===== config.mk =====
export PLATFORM = sky130hd
export DESIGN_NAME = id_ex_stage_flat
export DESIGN_NICKNAME = d
export VERILOG_FILES = /design/src/rtl/id_ex_stage_if.sv /design/src/rtl/id_ex_stage.sv /design/src/flat_wrapper.sv
export SDC_FILE = /design/constraint.sdc
export NUM_CORES = 1
export LEC_CHECK = 0
export ABC_AREA = 1
export CAP_MARGIN = 20
export CORE_MARGIN = 1.5
export CORE_UTILIZATION = 26
export CTS_BUF_LIST = sky130_fd_sc_hd__clkbuf_4
export CTS_CLUSTER_DIAMETER = 60
export DETAILED_ROUTE_END_ITERATION = 12
export PLACE_DENSITY = 0.52
export SETUP_SLACK_MARGIN = 0.15
export SLEW_MARGIN = 20
export SYNTH_ARGS = -nofsm -noshare
export SYNTH_HDL_FRONTEND = slang
export SYNTH_SLANG_ARGS = --single-unit

===== constraint.sdc =====
create_clock -name clk -period 4.36 [get_ports clk]
set_input_delay 0.872 -clock clk [delete_from_list [all_inputs] [get_ports clk]]
set_output_delay 0.872 -clock clk [all_outputs]
set_load 0.02 [all_outputs]

===== src/rtl/id_ex_stage_if.sv =====
// ---------------------------------------------------------------------------
// id_ex_stage_if
// Bundles the ID/EX pipeline register's datapath and control signals.
//   in_*      : decoded instruction and register-file read data from ID
//   ex_wdata  : result currently produced by EX (forwarding source)
//   wb_*      : write-back port of the register file (forwarding source)
//   hold      : downstream stall, freezes the stage
//   flush     : branch mispredict, kills the instruction held in ID/EX
//   out_*     : registered EX-stage instruction
//   stall_up  : combinational request for fetch/decode to hold their state
// Modports: slave = the pipeline stage, master = the surrounding pipeline.
// ---------------------------------------------------------------------------
interface id_ex_stage_if #(
  parameter int n   = 8,
  parameter int OPW = 4
) ();
  logic           in_valid;
  logic [3:0]     in_raddr1;
  logic [3:0]     in_raddr2;
  logic [n-1:0]   in_rdata1;
  logic [n-1:0]   in_rdata2;
  logic [n-1:0]   in_imm;
  logic [OPW-1:0] in_op;
  logic           in_wen;
  logic           in_is_load;
  logic           in_pred_taken;
  logic [n-1:0]   ex_wdata;
  logic           wb_wen;
  logic [3:0]     wb_waddr;
  logic [n-1:0]   wb_wdata;
  logic           hold;
  logic           flush;
  logic           out_valid;
  logic [n-1:0]   out_a;
  logic [n-1:0]   out_b;
  logic [n-1:0]   out_imm;
  logic [OPW-1:0] out_op;
  logic [3:0]     out_dest;
  logic           out_wen;
  logic           out_is_load;
  logic           out_pred_taken;
  logic           stall_up;

  modport slave (
    input  in_valid, in_raddr1, in_raddr2, in_rdata1, in_rdata2, in_imm,
           in_op, in_wen, in_is_load, in_pred_taken, ex_wdata, wb_wen,
           wb_waddr, wb_wdata, hold, flush,
    output out_valid, out_a, out_b, out_imm, out_op, out_dest, out_wen,
           out_is_load, out_pred_taken, stall_up
  );

  modport master (
    output in_valid, in_raddr1, in_raddr2, in_rdata1, in_rdata2, in_imm,
           in_op, in_wen, in_is_load, in_pred_taken, ex_wdata, wb_wen,
           wb_waddr, wb_wdata, hold, flush,
    input  out_valid, out_a, out_b, out_imm, out_op, out_dest, out_wen,
           out_is_load, out_pred_taken, stall_up
  );
endinterface


===== src/rtl/id_ex_stage.sv =====
// ---------------------------------------------------------------------------
// id_ex_stage
// ID/EX pipeline register of the picoMIPS pipeline. Captures the decoded
// instruction and its two operands each cycle, forwarding from EX and WB
// because the register file writes on the clock edge but reads
// combinationally. Detects load-use hazards (one bubble), honours downstream
// hold and injects a bubble on a branch-mispredict flush.
// Ports:
//   clk    : clock
//   reset  : synchronous, active-high reset
//   bus    : id_ex_stage_if.slave (see interface header for signal list)
// ---------------------------------------------------------------------------
module id_ex_stage #(
  parameter int n   = 8,
  parameter int OPW = 4
) (
  input  logic         clk,
  input  logic         reset,
  id_ex_stage_if.slave bus
);

  typedef struct packed {
    logic           valid;
    logic [n-1:0]   a;
    logic [n-1:0]   b;
    logic [n-1:0]   imm;
    logic [OPW-1:0] op;
    logic [3:0]     dest;
    logic           wen;
    logic           is_load;
    logic           pred_taken;
  } ex_reg_t;

  ex_reg_t      ex_q;
  logic         ex_src_ok;
  logic         wb_src_ok;
  logic         ex_hit1;
  logic         ex_hit2;
  logic         wb_hit1;
  logic         wb_hit2;
  logic [n-1:0] op_a;
  logic [n-1:0] op_b;
  logic         load_use;

  // Forwarding and hazard detection, all derived from the instruction
  // currently in EX (this stage's own registers) and the WB write port.
  // NOTE: every signal gets a value on every path through this block, so no
  // latch is inferred.
  always_comb begin
    // A load's result is not ready in EX, so it is never an EX forward source;
    // register 0 is hard-wired zero and never forwarded.
    ex_src_ok = ex_q.valid & ex_q.wen & ~ex_q.is_load & (ex_q.dest != 4'd0);
    wb_src_ok = bus.wb_wen & (bus.wb_waddr != 4'd0);

    ex_hit1 = ex_src_ok & (ex_q.dest == bus.in_raddr1);
    ex_hit2 = ex_src_ok & (ex_q.dest == bus.in_raddr2);
    wb_hit1 = wb_src_ok & (bus.wb_waddr == bus.in_raddr1);
    wb_hit2 = wb_src_ok & (bus.wb_waddr == bus.in_raddr2);

    // EX holds the youngest value, so it beats WB.
    op_a = ex_hit1 ? bus.ex_wdata : (wb_hit1 ? bus.wb_wdata : bus.in_rdata1);
    op_b = ex_hit2 ? bus.ex_wdata : (wb_hit2 ? bus.wb_wdata : bus.in_rdata2);

    load_use = bus.in_valid & ex_q.valid & ex_q.is_load & ex_q.wen &
               (ex_q.dest != 4'd0) &
               ((ex_q.dest == bus.in_raddr1) | (ex_q.dest == bus.in_raddr2));
  end

  // A flush kills the stalling instruction's successor anyway, so it
  // releases the upstream stall.
  assign bus.stall_up = ~reset & ~bus.flush & (bus.hold | load_use);

  // NOTE: state registers use non-blocking assignments so every flop samples
  // the pre-edge values regardless of statement order.
  always_ff @(posedge clk) begin
    if (reset) begin
      // NOTE: this is a handful of flops, not a memory, so clearing all of
      // them on reset is cheap and gives a fully defined EX stage.
      ex_q <= '0;
    end else if (bus.flush) begin
      // Only the control bits matter for a killed instruction; the datapath
      // fields simply keep their value.
      ex_q.valid   <= 1'b0;
      ex_q.wen     <= 1'b0;
      ex_q.is_load <= 1'b0;
    end else if (bus.hold) begin
      ex_q <= ex_q;
    end else if (load_use) begin
      // Bubble; the dependent instruction stays in ID via stall_up and picks
      // the load data up from WB next cycle.
      ex_q.valid   <= 1'b0;
      ex_q.wen     <= 1'b0;
      ex_q.is_load <= 1'b0;
    end else begin
      ex_q.valid      <= bus.in_valid;
      ex_q.a          <= op_a;
      ex_q.b          <= op_b;
      ex_q.imm        <= bus.in_imm;
      ex_q.op         <= bus.in_op;
      ex_q.dest       <= bus.in_raddr2;
      ex_q.wen        <= bus.in_wen & bus.in_valid;
      ex_q.is_load    <= bus.in_is_load & bus.in_valid;
      ex_q.pred_taken <= bus.in_pred_taken;
    end
  end

  assign bus.out_valid      = ex_q.valid;
  assign bus.out_a          = ex_q.a;
  assign bus.out_b          = ex_q.b;
  assign bus.out_imm        = ex_q.imm;
  assign bus.out_op         = ex_q.op;
  assign bus.out_dest       = ex_q.dest;
  assign bus.out_wen        = ex_q.wen;
  assign bus.out_is_load    = ex_q.is_load;
  assign bus.out_pred_taken = ex_q.pred_taken;

endmodule

===== src/flat_wrapper.sv =====
// flat-port wrapper written by rule: the top's interface ports become plain ports
module id_ex_stage_flat 
#(
  parameter int n   = 8,
  parameter int OPW = 4
)
  (clk, reset, bus_in_valid, bus_in_raddr1, bus_in_raddr2, bus_in_rdata1, bus_in_rdata2, bus_in_imm, bus_in_op, bus_in_wen, bus_in_is_load, bus_in_pred_taken, bus_ex_wdata, bus_wb_wen, bus_wb_waddr, bus_wb_wdata, bus_hold, bus_flush, bus_out_valid, bus_out_a, bus_out_b, bus_out_imm, bus_out_op, bus_out_dest, bus_out_wen, bus_out_is_load, bus_out_pred_taken, bus_stall_up);
  id_ex_stage_if #(.n(n), .OPW(OPW)) bus_i ();
  input  logic clk;
  input  logic reset;
  input wire logic [$bits(bus_i.in_valid)-1:0] bus_in_valid;
  input wire logic [$bits(bus_i.in_raddr1)-1:0] bus_in_raddr1;
  input wire logic [$bits(bus_i.in_raddr2)-1:0] bus_in_raddr2;
  input wire logic [$bits(bus_i.in_rdata1)-1:0] bus_in_rdata1;
  input wire logic [$bits(bus_i.in_rdata2)-1:0] bus_in_rdata2;
  input wire logic [$bits(bus_i.in_imm)-1:0] bus_in_imm;
  input wire logic [$bits(bus_i.in_op)-1:0] bus_in_op;
  input wire logic [$bits(bus_i.in_wen)-1:0] bus_in_wen;
  input wire logic [$bits(bus_i.in_is_load)-1:0] bus_in_is_load;
  input wire logic [$bits(bus_i.in_pred_taken)-1:0] bus_in_pred_taken;
  input wire logic [$bits(bus_i.ex_wdata)-1:0] bus_ex_wdata;
  input wire logic [$bits(bus_i.wb_wen)-1:0] bus_wb_wen;
  input wire logic [$bits(bus_i.wb_waddr)-1:0] bus_wb_waddr;
  input wire logic [$bits(bus_i.wb_wdata)-1:0] bus_wb_wdata;
  input wire logic [$bits(bus_i.hold)-1:0] bus_hold;
  input wire logic [$bits(bus_i.flush)-1:0] bus_flush;
  output wire logic [$bits(bus_i.out_valid)-1:0] bus_out_valid;
  output wire logic [$bits(bus_i.out_a)-1:0] bus_out_a;
  output wire logic [$bits(bus_i.out_b)-1:0] bus_out_b;
  output wire logic [$bits(bus_i.out_imm)-1:0] bus_out_imm;
  output wire logic [$bits(bus_i.out_op)-1:0] bus_out_op;
  output wire logic [$bits(bus_i.out_dest)-1:0] bus_out_dest;
  output wire logic [$bits(bus_i.out_wen)-1:0] bus_out_wen;
  output wire logic [$bits(bus_i.out_is_load)-1:0] bus_out_is_load;
  output wire logic [$bits(bus_i.out_pred_taken)-1:0] bus_out_pred_taken;
  output wire logic [$bits(bus_i.stall_up)-1:0] bus_stall_up;
  assign bus_i.in_valid = bus_in_valid;
  assign bus_i.in_raddr1 = bus_in_raddr1;
  assign bus_i.in_raddr2 = bus_in_raddr2;
  assign bus_i.in_rdata1 = bus_in_rdata1;
  assign bus_i.in_rdata2 = bus_in_rdata2;
  assign bus_i.in_imm = bus_in_imm;
  assign bus_i.in_op = bus_in_op;
  assign bus_i.in_wen = bus_in_wen;
  assign bus_i.in_is_load = bus_in_is_load;
  assign bus_i.in_pred_taken = bus_in_pred_taken;
  assign bus_i.ex_wdata = bus_ex_wdata;
  assign bus_i.wb_wen = bus_wb_wen;
  assign bus_i.wb_waddr = bus_wb_waddr;
  assign bus_i.wb_wdata = bus_wb_wdata;
  assign bus_i.hold = bus_hold;
  assign bus_i.flush = bus_flush;
  assign bus_out_valid = bus_i.out_valid;
  assign bus_out_a = bus_i.out_a;
  assign bus_out_b = bus_i.out_b;
  assign bus_out_imm = bus_i.out_imm;
  assign bus_out_op = bus_i.out_op;
  assign bus_out_dest = bus_i.out_dest;
  assign bus_out_wen = bus_i.out_wen;
  assign bus_out_is_load = bus_i.out_is_load;
  assign bus_out_pred_taken = bus_i.out_pred_taken;
  assign bus_stall_up = bus_i.stall_up;
  id_ex_stage #(.n(n), .OPW(OPW)) u_core (.clk(clk), .reset(reset), .bus(bus_i));
endmodule

==> reports/results.ini, run 1 <==
[status]
status=complete, no violations

[worst_setup_path]
start_kind=primary input
cp_max_fo=9
required_ns=3.49
critPathKind=primary input to output pin
critPathTopFamily=buffers and inverters
crit_path_end_kind=output pin
critPathBufInv=3
worstPathCellList=clkdlybuf4s50_1, inv_1, nand2_1, nand2_1, nor2_4, nand2_1, nand2_2, nand2_4, a21oi_1, clkdlybuf4s50_1
critPathMostFrequentCell=nand2_1
slowest_stage=clkdlybuf4s50_1
cpPeakStageDelay_ns=0.64
worstPathArrival_ns=2.85

[finish]
multi_input_area_um2=1420
area_growth_pct=46.6
final_cell_mix=127 x nand2_1, 101 x clkdlybuf4s50_1, 70 x nor2_1
design_area_um2=3610
diodes=0
drive_gt1_share_pct=4.88
seq_area_um2=721
nFillCells=1037
final_common_cell=nand2_1
nNetsFinal=576
final_util_pct=39.3

[timing]
fin_crit_ns=3.72
setup-violations-final=0
finalClockSkew_ns=0.0110
fin_setup_tns_ns=0
layout_worst_path_cycle_share_pct=85.3
worst_slew_pin_slew_ns=0.605
rsz0062_at_grt=no
setup_slack_ns=0.640
fmax_mhz=269
drv_slew=0
slew-limit-headroom_pct=59.5
hold_viol=0

[drt]
met1_length_mm=3.60
vias_per_cell=4.47
routed.top_layer=met4
vias=2783
wl_met2_mm=3.60
routedWlPerCell_um=12.8
ant_nets=0
drtIter0Drc=139
drt-total-wl_mm=7.97
drcViolationCount=0
firstDrtPassIters=4
met3_length_um=716

[floorplan]
rows=35
core-area_um2=9200
fp.dieW_um=100
die-area_um2=10100
fp.dieH_um=100
ios=102
start_util_pct=26.8

[grt]
first_global_vias=2742
grt_max_degree=38
antenna_found_initial=0
grt_use_total_pct=15.9
grt-ovfl-total=0
grt_pass1_wl_mm=12.7

[power_and_ir_drop]
ir_drop_v=0.000116
leakage_uw=0.00166
p_per_area_nw_per_um2=226
power_uw=818

[clock_network]
post_cts_buffers=0
cts_tree=done
cts.path.max_buffers=2
root_buffer=clkbuf_4
clock_latency_ns=0.34
clk_pin_slew_worst_paths_ns=0.12
cts.sinks=36
postCtsHoldBufs=0
h-tree-depth=2
cts_resized=0
numCtsBuffers=5

[logic_synthesis]
ys_types=21
ys_warn_count=0
netlist_area_um2=2470
postSynthAreaPerCell_um2=5.91
synth_nets=482
synthCells=417
seq_area_frac_synth_pct=29.2
ys_ff_latch=36

[flow_run]
drv_cap=0

[placement]
dp_hpwl_mm=6.07
dp_worst_setup_slack_ns=0.644
dpl-instance-area_um2=3560
place_congestion=0.811
portBuffers=101

[hold_path]
hold_class=register to register

==> cells in the mapped netlist <==
master | n | area share (%)
a21boi_2 | 1 | 0.46
a21oi_1 | 17 | 3.4
buf_1 | 2 | 0.30
buf_2 | 7 | 1.4
buf_4 | 1 | 0.30
buf_6 | 2 | 0.91
clkbuf_1 | 8 | 1.2
clkinv_1 | 1 | 0.15
dfxtp_1 | 36 | 29
inv_1 | 55 | 8.4
inv_2 | 3 | 0.46
nand2_1 | 127 | 19
nand2_2 | 2 | 0.51
nand2_4 | 1 | 0.46
nand3_1 | 20 | 4.1
nand3_4 | 1 | 0.71
nand4_1 | 47 | 12
nor2_1 | 70 | 11
nor2_4 | 4 | 1.8
xnor2_1 | 6 | 2.1
xor2_1 | 6 | 2.1
==> stage by stage <==
step,hold WS (ns),instances
CTS,0.470,623
global route,0.498,623
finish,0.468,623
detailed placement,0.454,615
floorplan,0.530,417
global placement,0.447,615
==> worst paths after layout <==
| path | startpoint | end | slack [ns] | cells after the start |
|---|---|---|---|---|
| min reg2reg | u_core.bus.out_imm[6] | u_core.bus.out_imm[6] | 0.47 | 2 |
| max | bus_in_raddr1[1] | bus_stall_up | 0.64 | 10 |
| max reg2reg | u_core.bus.out_dest[3] | u_core.bus.out_dest[3] | 2.28 | 10 |
| min | u_core.bus.out_imm[6] | u_core.bus.out_imm[6] | 0.47 | 2 |
==> kinds of logic (layout without fill, tap and decap cells) <==
logic type	count (synthesis)	after routing	share of synthesized area (%)
AOI/OAI and AO/OA	18	18	3.91
xor gates and xnor gates	12	12	4.26
buffers and inverters	79	174	13.1
and+or+nand+nor	272	272	49.5
DFF	36	36	29.2
==> worst register-to-register path: stages (launching register included) <==
cell and delay, ns:
dfxtp_1 0.45, nand2_1 0.09, nand2_1 0.12, nor2_4 0.07
nand2_1 0.09, nand2_2 0.07, nand2_4 0.06, buf_4 0.31
nand3_4 0.43, nor2_1 0.23, nor2_1 0.06
==> state kept, by name, summed over array words and instances (netlist names) <==
signal,cells
u_core.bus.out_dest,4
u_core.bus.out_pred_taken,1
u_core.bus.out_wen,1
u_core.bus.out_is_load,1
u_core.bus.out_imm,8
u_core.bus.out_b,8
u_core.bus.out_a,8
u_core.bus.out_valid,1
u_core.bus.out_op,4
==> power breakdown <==
| group | internal, uW | switching [uW] | leakage (uW) | total (uW) |
|---|---|---|---|---|
| logic | 130 | 140 | 0.00134 | 269 |
| registers | 348 | 12.2 | 0.000296 | 360 |
| clock network | 67.7 | 122 | 0.0000293 | 189 |
| total | 545 | 273 | 0.00166 | 818 |
==> layout make-up <==
class	count	share of cell area, %
sequential	36	19.9
tap	111	3.84
multi-input combinational	302	39.3
clock buffer	6	1.25
timing repair buffer	107	29.2
clock inverter	2	0.312
inverter	59	6.13
==> routing by layer <==
| layer | vias to the layer above | GRT usage (%) |
|---|---|---|
| li1 | 1497 | - |
| met1 | 1195 | 19.5 |
| met2 | 87 | 26.4 |
| met3 | 4 | 6.20 |
| met4 | 0 | 3.36 |
| met5 | - | 0 |
Note: power is estimated with default switching activity, not from simulation.
==> inputs of run 2 (changes only) <==
--- a/config.mk
+++ b/config.mk
@@ -6,10 +6,9 @@
 export NUM_CORES = 1
 export LEC_CHECK = 0
 export ABC_AREA = 1
-export CAP_MARGIN = 20
+export CORE_ASPECT_RATIO = 0.5
 export CORE_MARGIN = 1.5
 export CORE_UTILIZATION = 26
-export CTS_BUF_LIST = sky130_fd_sc_hd__clkbuf_4
 export CTS_CLUSTER_DIAMETER = 60
 export DETAILED_ROUTE_END_ITERATION = 12
 export PLACE_DENSITY = 0.52
==> run 2 against run 1 <==
Compared with the run above:
- clock-buffer cell count stayed put
- first-iteration DRC count is 7.9% higher
- wire length is 0.78% lower
- register-to-register slack worse by 0.02 ns
- power is 27% higher
- critical endpoint unchanged
- clock power is 120% higher
- highest routed layer unchanged
- combinational power hardly changed
- largest cell class unchanged
==> reports/results.ini, run 2 (synthesized netlist as in run 1, its figures left out) <==
[drt]
drt-total-wl_mm=7.91
firstDrtPassIters=4
ant_nets=0
drtIter0Drc=150
drcViolationCount=0
vias=2819
routedWlPerCell_um=12.6
vias_per_cell=4.49

[worst_setup_path]
start_kind=primary input
crit_path_end_kind=output pin
required_ns=3.49
cp_max_fo=9
cpPeakStageDelay_ns=0.63
worstPathArrival_ns=2.88
worstPathCellList=clkdlybuf4s50_1, inv_1, nand2_1, nand2_1, nor2_4, nand2_1, nand2_2, nand2_4, a21oi_1, clkdlybuf4s50_1
critPathMostFrequentCell=nand2_1
slowest_stage=clkdlybuf4s50_1
critPathKind=primary input to output pin

[timing]
rsz0062_at_grt=no
layout_worst_path_cycle_share_pct=86.2
fmax_mhz=266
slew-limit-headroom_pct=52.0
fin_hold_ws_ns=0.465
fin_setup_tns_ns=0
hold_viol=0
fin_crit_ns=3.76
worst_slew_pin_slew_ns=0.715
finalClockSkew_ns=0.00932
drv_slew=0
setup-violations-final=0

[floorplan]
die-area_um2=10100
start_util_pct=27.6
ios=102
fp.dieW_um=141
rows=24
core-area_um2=8950
fp.dieH_um=71.9

[power_and_ir_drop]
p_comb_share_pct=26.0
power.share.sequential_pct=34.6
leakage_uw=0.00171
clkPwrFrac_pct=39.4
p_sw_share_pct=28.2
power_switching_uw=292
ir_drop_v=0.000165
internal_power_uw=746
p_per_area_nw_per_um2=279

[placement]
portBuffers=101
place_congestion=0.836
dp_cells=620
dp_hpwl_mm=6.06
dpl-instance-area_um2=3560

[clock_network]
clk_pin_slew_worst_paths_ns=0.06
post_cts_buffers=0
cts_tree=done
postCtsHoldBufs=0
cts.path.max_buffers=2
cts.sinks=36
numCtsBuffers=5
cts_resized=0
clock_latency_ns=0.29
h-tree-depth=2
root_buffer=clkbuf_16

[finish]
diodes=0
area_growth_pct=50.9
nNetsFinal=575
final_util_pct=41.6
drive_gt1_share_pct=4.70
final_cell_mix=127 x nand2_1, 101 x clkdlybuf4s50_1, 70 x nor2_1
final_common_cell=nand2_1
design_area_um2=3720
layout.cells.non_filler=628

[grt]
antenna_found_initial=0
grt_pass1_wl_mm=12.7
first_global_vias=2592
grt_use_total_pct=16.1
grt-ovfl-total=0
grt_max_degree=38

[hold_path]
hold_class=register to register

[status]
status=complete, no violations

[flow_run]
drv_cap=0

run 2: changes by cell type in the layout (fill, tap and decap cells not counted), sizes merged:
cell / delta
clkinvlp: -1
buf: -1
bufinv: +1
run 2: routing by layer:
layer | vias to the layer above | global-route usage, % | wire length [um]
met2 | 66 | 27.0 | 3570
met4 | 0 | 3.82 | 65
met5 | - | 0 | 0
met3 | 6 | 3.81 | 384
li1 | 1499 | - | -
met1 | 1248 | 21.3 | 3880
run 2: final cells by class:
type | count | area (um^2)
Fill cell | 972 | 5230
Multi-Input combinational cell | 302 | 1420
Timing Repair Buffer | 106 | 1050
Sequential cell | 36 | 721
Inverter | 59 | 221
Tap cell | 117 | 146
Clock buffer | 6 | 129
Clock inverter | 2 | 35.0
run 2: worst max-delay path: cells and delay by family:
| family | cells | cell delay [ns] |
|---|---|---|
| and+or+nand+nor | 6 | 0.62 |
| AOI/OAI and AO/OA | 1 | 0.12 |
| buffers and inverters | 3 | 1.28 |
run 2: power by group through the flow:
stage,Clock [uW],Sequential (uW),Combinational [uW]
after floorplan,0,389,120
after global placement,0,367,270
after detailed placement,0,367,272
after CTS,417,360,273
after global routing,435,363,298
final,409,360,270
run 2: final timing paths:
| check | startpoint | end | slack [ns] | cells after the start |
|---|---|---|---|---|
| max | bus_in_raddr1[1] | bus_stall_up | 0.60 | 10 |
| min | u_core.bus.out_imm[1] | u_core.bus.out_imm[1] | 0.47 | 2 |
| max reg2reg | u_core.bus.out_dest[0] | u_core.bus.out_b[0] | 2.26 | 12 |
| min reg2reg | u_core.bus.out_imm[1] | u_core.bus.out_imm[1] | 0.47 | 2 |
run 2: stage by stage:
| stage | total power [uW] | worst slack [ns] |
|---|---|---|
| floorplan | 509 | 1.52 |
| global placement | 637 | 0.644 |
| detailed placement | 638 | 0.610 |
| CTS | 1050 | 0.609 |
| global route | 1100 | 0.470 |
| finish | 1040 | 0.603 |
